===== config.mk =====
export PLATFORM = sky130hd
export DESIGN_NAME = reg_file
export DESIGN_NICKNAME = d
export VERILOG_FILES = /design/src/rtl/cpu_pkg.sv /design/src/rtl/dff_reg.sv /design/src/rtl/reg_file.sv
export SDC_FILE = /design/constraint.sdc
export NUM_CORES = 1
export LEC_CHECK = 0
export CORE_MARGIN = 2
export CORE_UTILIZATION = 41
export CTS_BUF_LIST = sky130_fd_sc_hd__clkbuf_8
export DETAILED_ROUTE_END_ITERATION = 8
export SLEW_MARGIN = 30
export SYNTH_ARGS = -nofsm -noshare
export SYNTH_HDL_FRONTEND = slang
export SYNTH_SLANG_ARGS = --single-unit

===== constraint.sdc =====
create_clock -name CLK -period 1.5 [get_ports CLK]
set_input_delay 0.15 -clock CLK [delete_from_list [all_inputs] [get_ports CLK]]
set_output_delay 0.15 -clock CLK [all_outputs]
set_load 0.01 [all_outputs]

===== src/rtl/cpu_pkg.sv =====
// cpu_pkg: register-file sizing shared by the datapath stages.
//   REG_WIDTH  - data bits per architectural register
//   REG_DEPTH  - number of architectural registers (power of two)
//   REG_ADDR_W - register address width
//   reg_data_t / reg_addr_t - register data and address types
package cpu_pkg;
  localparam int REG_WIDTH  = 8;
  localparam int REG_DEPTH  = 8;
  localparam int REG_ADDR_W = $clog2(REG_DEPTH);

  typedef logic [REG_WIDTH-1:0]  reg_data_t;
  typedef logic [REG_ADDR_W-1:0] reg_addr_t;
endpackage : cpu_pkg


===== src/rtl/dff_reg.sv =====
// dff_reg: WIDTH-bit edge-triggered register with async active-low clear
// and a load enable.
//   CLK   - clock, loads on rising edge when En=1
//   RST_N - asynchronous active-low clear
//   En    - load enable
//   D     - data in
//   Q     - registered data out
module dff_reg #(
  parameter int WIDTH = 8
) (
  input  logic             CLK,
  input  logic             RST_N,
  input  logic             En,
  input  logic [WIDTH-1:0] D,
  output logic [WIDTH-1:0] Q
);

  logic [WIDTH-1:0] q_q;

  always_ff @(posedge CLK or negedge RST_N) begin
    if (!RST_N) begin
      q_q <= '0;
    end else if (En) begin
      q_q <= D;
    end
  end

  assign Q = q_q;

endmodule : dff_reg


===== src/rtl/reg_file.sv =====
// reg_file: DEPTH x WIDTH register file, one synchronous write port and two
// registered read ports with write-first bypass and optional zero register.
//   CLK    - clock, all state updates on rising edge
//   RST_N  - asynchronous active-low reset, clears array and read outputs
//   WE     - write enable
//   WAddr  - write address
//   WData  - write data
//   RAddrA - read port A address
//   RAddrB - read port B address
//   RDataA - registered read data, port A (1-edge latency)
//   RDataB - registered read data, port B (1-edge latency)
// ADDR_W is derived from DEPTH and is not meant to be overridden.
module reg_file
  import cpu_pkg::*;
#(
  parameter int WIDTH    = REG_WIDTH,
  parameter int DEPTH    = REG_DEPTH,
  parameter int ADDR_W   = $clog2(DEPTH),
  parameter int ZERO_REG = 1
) (
  input  logic              CLK,
  input  logic              RST_N,
  input  logic              WE,
  input  logic [ADDR_W-1:0] WAddr,
  input  logic [WIDTH-1:0]  WData,
  input  logic [ADDR_W-1:0] RAddrA,
  input  logic [ADDR_W-1:0] RAddrB,
  output logic [WIDTH-1:0]  RDataA,
  output logic [WIDTH-1:0]  RDataB
);

  logic [WIDTH-1:0] regs [DEPTH];
  logic [WIDTH-1:0] rd_a_d;
  logic [WIDTH-1:0] rd_b_d;

  // Storage array. With ZERO_REG the cell at address 0 does not exist, so
  // writes there are discarded by construction.
  for (genvar g = 0; g < DEPTH; g++) begin : g_reg
    if (ZERO_REG != 0 && g == 0) begin : g_zero
      assign regs[g] = '0;
    end else begin : g_cell
      dff_reg #(.WIDTH(WIDTH)) u_cell (
        .CLK   (CLK),
        .RST_N (RST_N),
        .En    (WE && (WAddr == ADDR_W'(g))),
        .D     (WData),
        .Q     (regs[g])
      );
    end
  end

  // Read muxes with write-first bypass. The bypass is suppressed at the
  // zero register so that address 0 keeps reading 0 even while written.
  always_comb begin
    rd_a_d = regs[RAddrA];
    rd_b_d = regs[RAddrB];
    if (WE && (WAddr == RAddrA) && !(ZERO_REG != 0 && RAddrA == '0)) begin
      rd_a_d = WData;
    end
    if (WE && (WAddr == RAddrB) && !(ZERO_REG != 0 && RAddrB == '0)) begin
      rd_b_d = WData;
    end
  end

  dff_reg #(.WIDTH(WIDTH)) u_rd_a (
    .CLK   (CLK),
    .RST_N (RST_N),
    .En    (1'b1),
    .D     (rd_a_d),
    .Q     (RDataA)
  );

  dff_reg #(.WIDTH(WIDTH)) u_rd_b (
    .CLK   (CLK),
    .RST_N (RST_N),
    .En    (1'b1),
    .D     (rd_b_d),
    .Q     (RDataB)
  );

endmodule : reg_file

==> impl_metrics.csv <==
group,metric,value,unit
placed_design,dp.cells,431,
clock_tree,cts.sinks,72,
setup_path,worst_ep_arrival_time,1710,ps
global_routing,grt_pass1_vias,2555,
setup_path,cp.required,1720,ps
timing,final_hold_viol_count,0,
final_layout,area_delta_synth_final,27.9,%
routing,first_pass_iters,4,
floorplanning,dieArea,9930,µm²
setup_path,r2r-start,"g_reg[7].g_cell.u_cell.Q[0]",
flow_run,drv_cap,0,
floorplanning,core_region_area,8810,µm²
synthesis,synthCells,266,
routing,routed_wirelength,8.70,mm
placed_design,dpl_cell_area,4480,µm²
timing,setup-violations-final,0,
floorplanning,die_y,99.7,µm
timing,slew_headroom,70.4,%
setup_path,end_kind,"flop",
final_layout,final_cell_mix,"dfrtp_1, mux2_1, buf_4",
routing,detail-route-antenna-nets,0,
timing,slew_viol_final,0,
placed_design,io_buffers,35,
setup_path,worstSetupStartpointType,"input port",
synthesis,yosys_register_bits,72,
synthesis,synth.distinct_cells,24,
floorplanning,num_io_pins,36,
final_layout,layout_commonest_cell,"dfrtp_1",
run_status,outcome,"finished clean",
pwr,peakVddDrop,633,µV
setup_path,reg2reg_depth,4,
final_layout,instances_no_fill,454,
setup_path,worstSetupPathType,"in2reg",
final_layout,layout-drive-gt1-share,30.1,%
timing,worst_pin_slew,442,ps
final_layout,fin_area,4800,µm²
pwr,p_per_area,1180,nW/µm²
global_routing,track_usage,18.9,%
timing,rsz0062_at_grt,"false",
floorplanning,start_util,42.6,%
worst_hold_path,min_path_type,"in2async",
synthesis,yosysWarnings,0,
routing,wl_per_cell,19.2,µm
clock_tree,clk_latency,340,ps
clock_tree,cts_made_buffers,9,
pwr,p_leak,2.04,nW
final_layout,antennaDiodeCount,0,
routing,vias,2483,
clock_tree,cts_tree,"done",
synthesis,yosysSeqAreaShare,48.0,%
synthesis,synth_nets,286,
timing,layout_min_cycle_time,1490,ps
routing,vias_per_cell,5.47,
setup_path,critical_path_peak_fanout,5,
synthesis,synth_area,3750,µm²
setup_path,r2r_setup_slack,120,ps
floorplanning,fp-row-count,34,
placed_design,routabilityCongestion,0.780,
clock_tree,cts_buffer_depth,2,
clock_tree,clock-root-buffer,"clkbuf_8",
clock_tree,clk_pin_slew_worst_paths,80,ps
clock_tree,htree_levels,3,
setup_path,r2r_end,"u_rd_b.Q[0]",
global_routing,antenna_found_initial,0,
global_routing,grt_first_pass_wirelength,14.0,mm
placed_design,dp_hpwl,5.96,mm
global_routing,grt_max_degree,44,
global_routing,grt.overflow.total,0,
timing,finalCritPeriodShare,99.4,%
routing,drt_iter0_markers,75,
floorplanning,die_w,99.7,µm
timing,fmax,671,MHz
routing,drc,0,
synthesis,avgSynthCellArea,14.1,µm²
timing,fin_skew,6.61,ps
final_layout,fin_nets,362,
[cell usage after synthesis (all sizes together)]
cell     count  area [µm²]
a22oi       15         113
nor4bb       2        20.0
nor2b        3        18.8
mux4        16         360
a21oi        2        10.0
o21bai       2        37.5
nand4b       2        17.5
nand4        2        12.5
inv          1        3.75
clkinv       1        5.00
nor3         1        10.0
a2111oi      2        55.1
a211oi       1        7.51
xor2         4        35.0
o21ai       17        85.1
dfrtp       72        1800
buf         14        92.6
mux2i        2        20.0
nand2       16        60.1
mux2        86         968
clkbuf       5        18.8
[registers in the layout, indices dropped and copies added (netlist names)]
register,cells
u_rd_b.Q,8
g.g_cell.u_cell.Q,56
u_rd_a.Q,8
[per-layer routing]
layer	wire (µm)	vias up	part of all wire, %	global-route usage, %
met5	0	-	0	0
met4	87	0	1.0	3.69
met3	280	7	3.2	4.64
met2	4290	51	49	30.0
met1	4040	1265	46	26.7
li1	-	1160	-	-
[report_power, final]
group          switching (mW)  internal [mW]  leakage [nW]  total (mW)
Clock                   0.715          0.925         0.110        1.64
Sequential              0.255           2.37         0.872        2.63
Combinational           0.536          0.863          1.06        1.40
[critical path, stage by stage]
cell	delay, ps
clkdlybuf4s50_1	550
o21ai_1	130
a2111oi_4	310
buf_4	220
mux2_2	350
[layout make-up]
| type | instances | area, µm² |
|---|---|---|
| fillers | 758 | 4010 |
| multi-input cells | 173 | 1850 |
| flip-flops and latches | 72 | 1800 |
| repair buffers | 84 | 795 |
| well taps | 108 | 135 |
| clock buffers | 9 | 124 |
| clock inverters | 6 | 86.3 |
| inverters | 2 | 8.76 |
[through the flow]
step / worst slack, ps / utilization, % / power (mW) / hold WS, ps / TNS (ps)
after floorplan: -7.28 / - / 3.46 / -146 / -56.2
after global placement: -592 / 50.9 / 4.03 / 109 / -22600
after detailed placement: -627 / 50.9 / 4.06 / 110 / -22340
after CTS: 24.6 / 54.5 / 5.74 / 279 / 0
after global routing: 0.365 / 54.5 / 6.01 / 305 / 0
final: 9.57 / 54.5 / 5.66 / 276 / 0
[worst max path at each step]
stage                                  end  startpoint  slack [ps]
2_1_floorplan                  u_rd_b.Q[0]    WAddr[0]          -7
4_1_cts                        u_rd_b.Q[2]          WE          20
3_3_place_gp                   u_rd_a.Q[2]   RAddrA[0]        -590
5_1_grt        g_reg[2].g_cell.u_cell.Q[3]          WE         0.4
3_5_place_dp                   u_rd_a.Q[1]   RAddrA[0]        -630
6_report                       u_rd_b.Q[2]          WE          10
[logic make-up after synthesis]
family | count (synthesis) | share of synthesized area (%)
flip-flops | 72 | 48.0
buffers and inverters | 21 | 3.20
AND/OR/NAND/NOR | 26 | 3.70
AO/OA/AOI/OAI | 39 | 8.20
XOR/XNOR | 4 | 0.934
multiplexers | 104 | 35.9
[what timing repair did]
action,CTS,global route
buffers inserted,7,0
gates resized for setup,11,1
endpoints found under the hold margin,26,0
hold buffers,1,0
pin swaps,2,1
setup endpoints to repair,24,4
(Power assumes the default switching activity.)
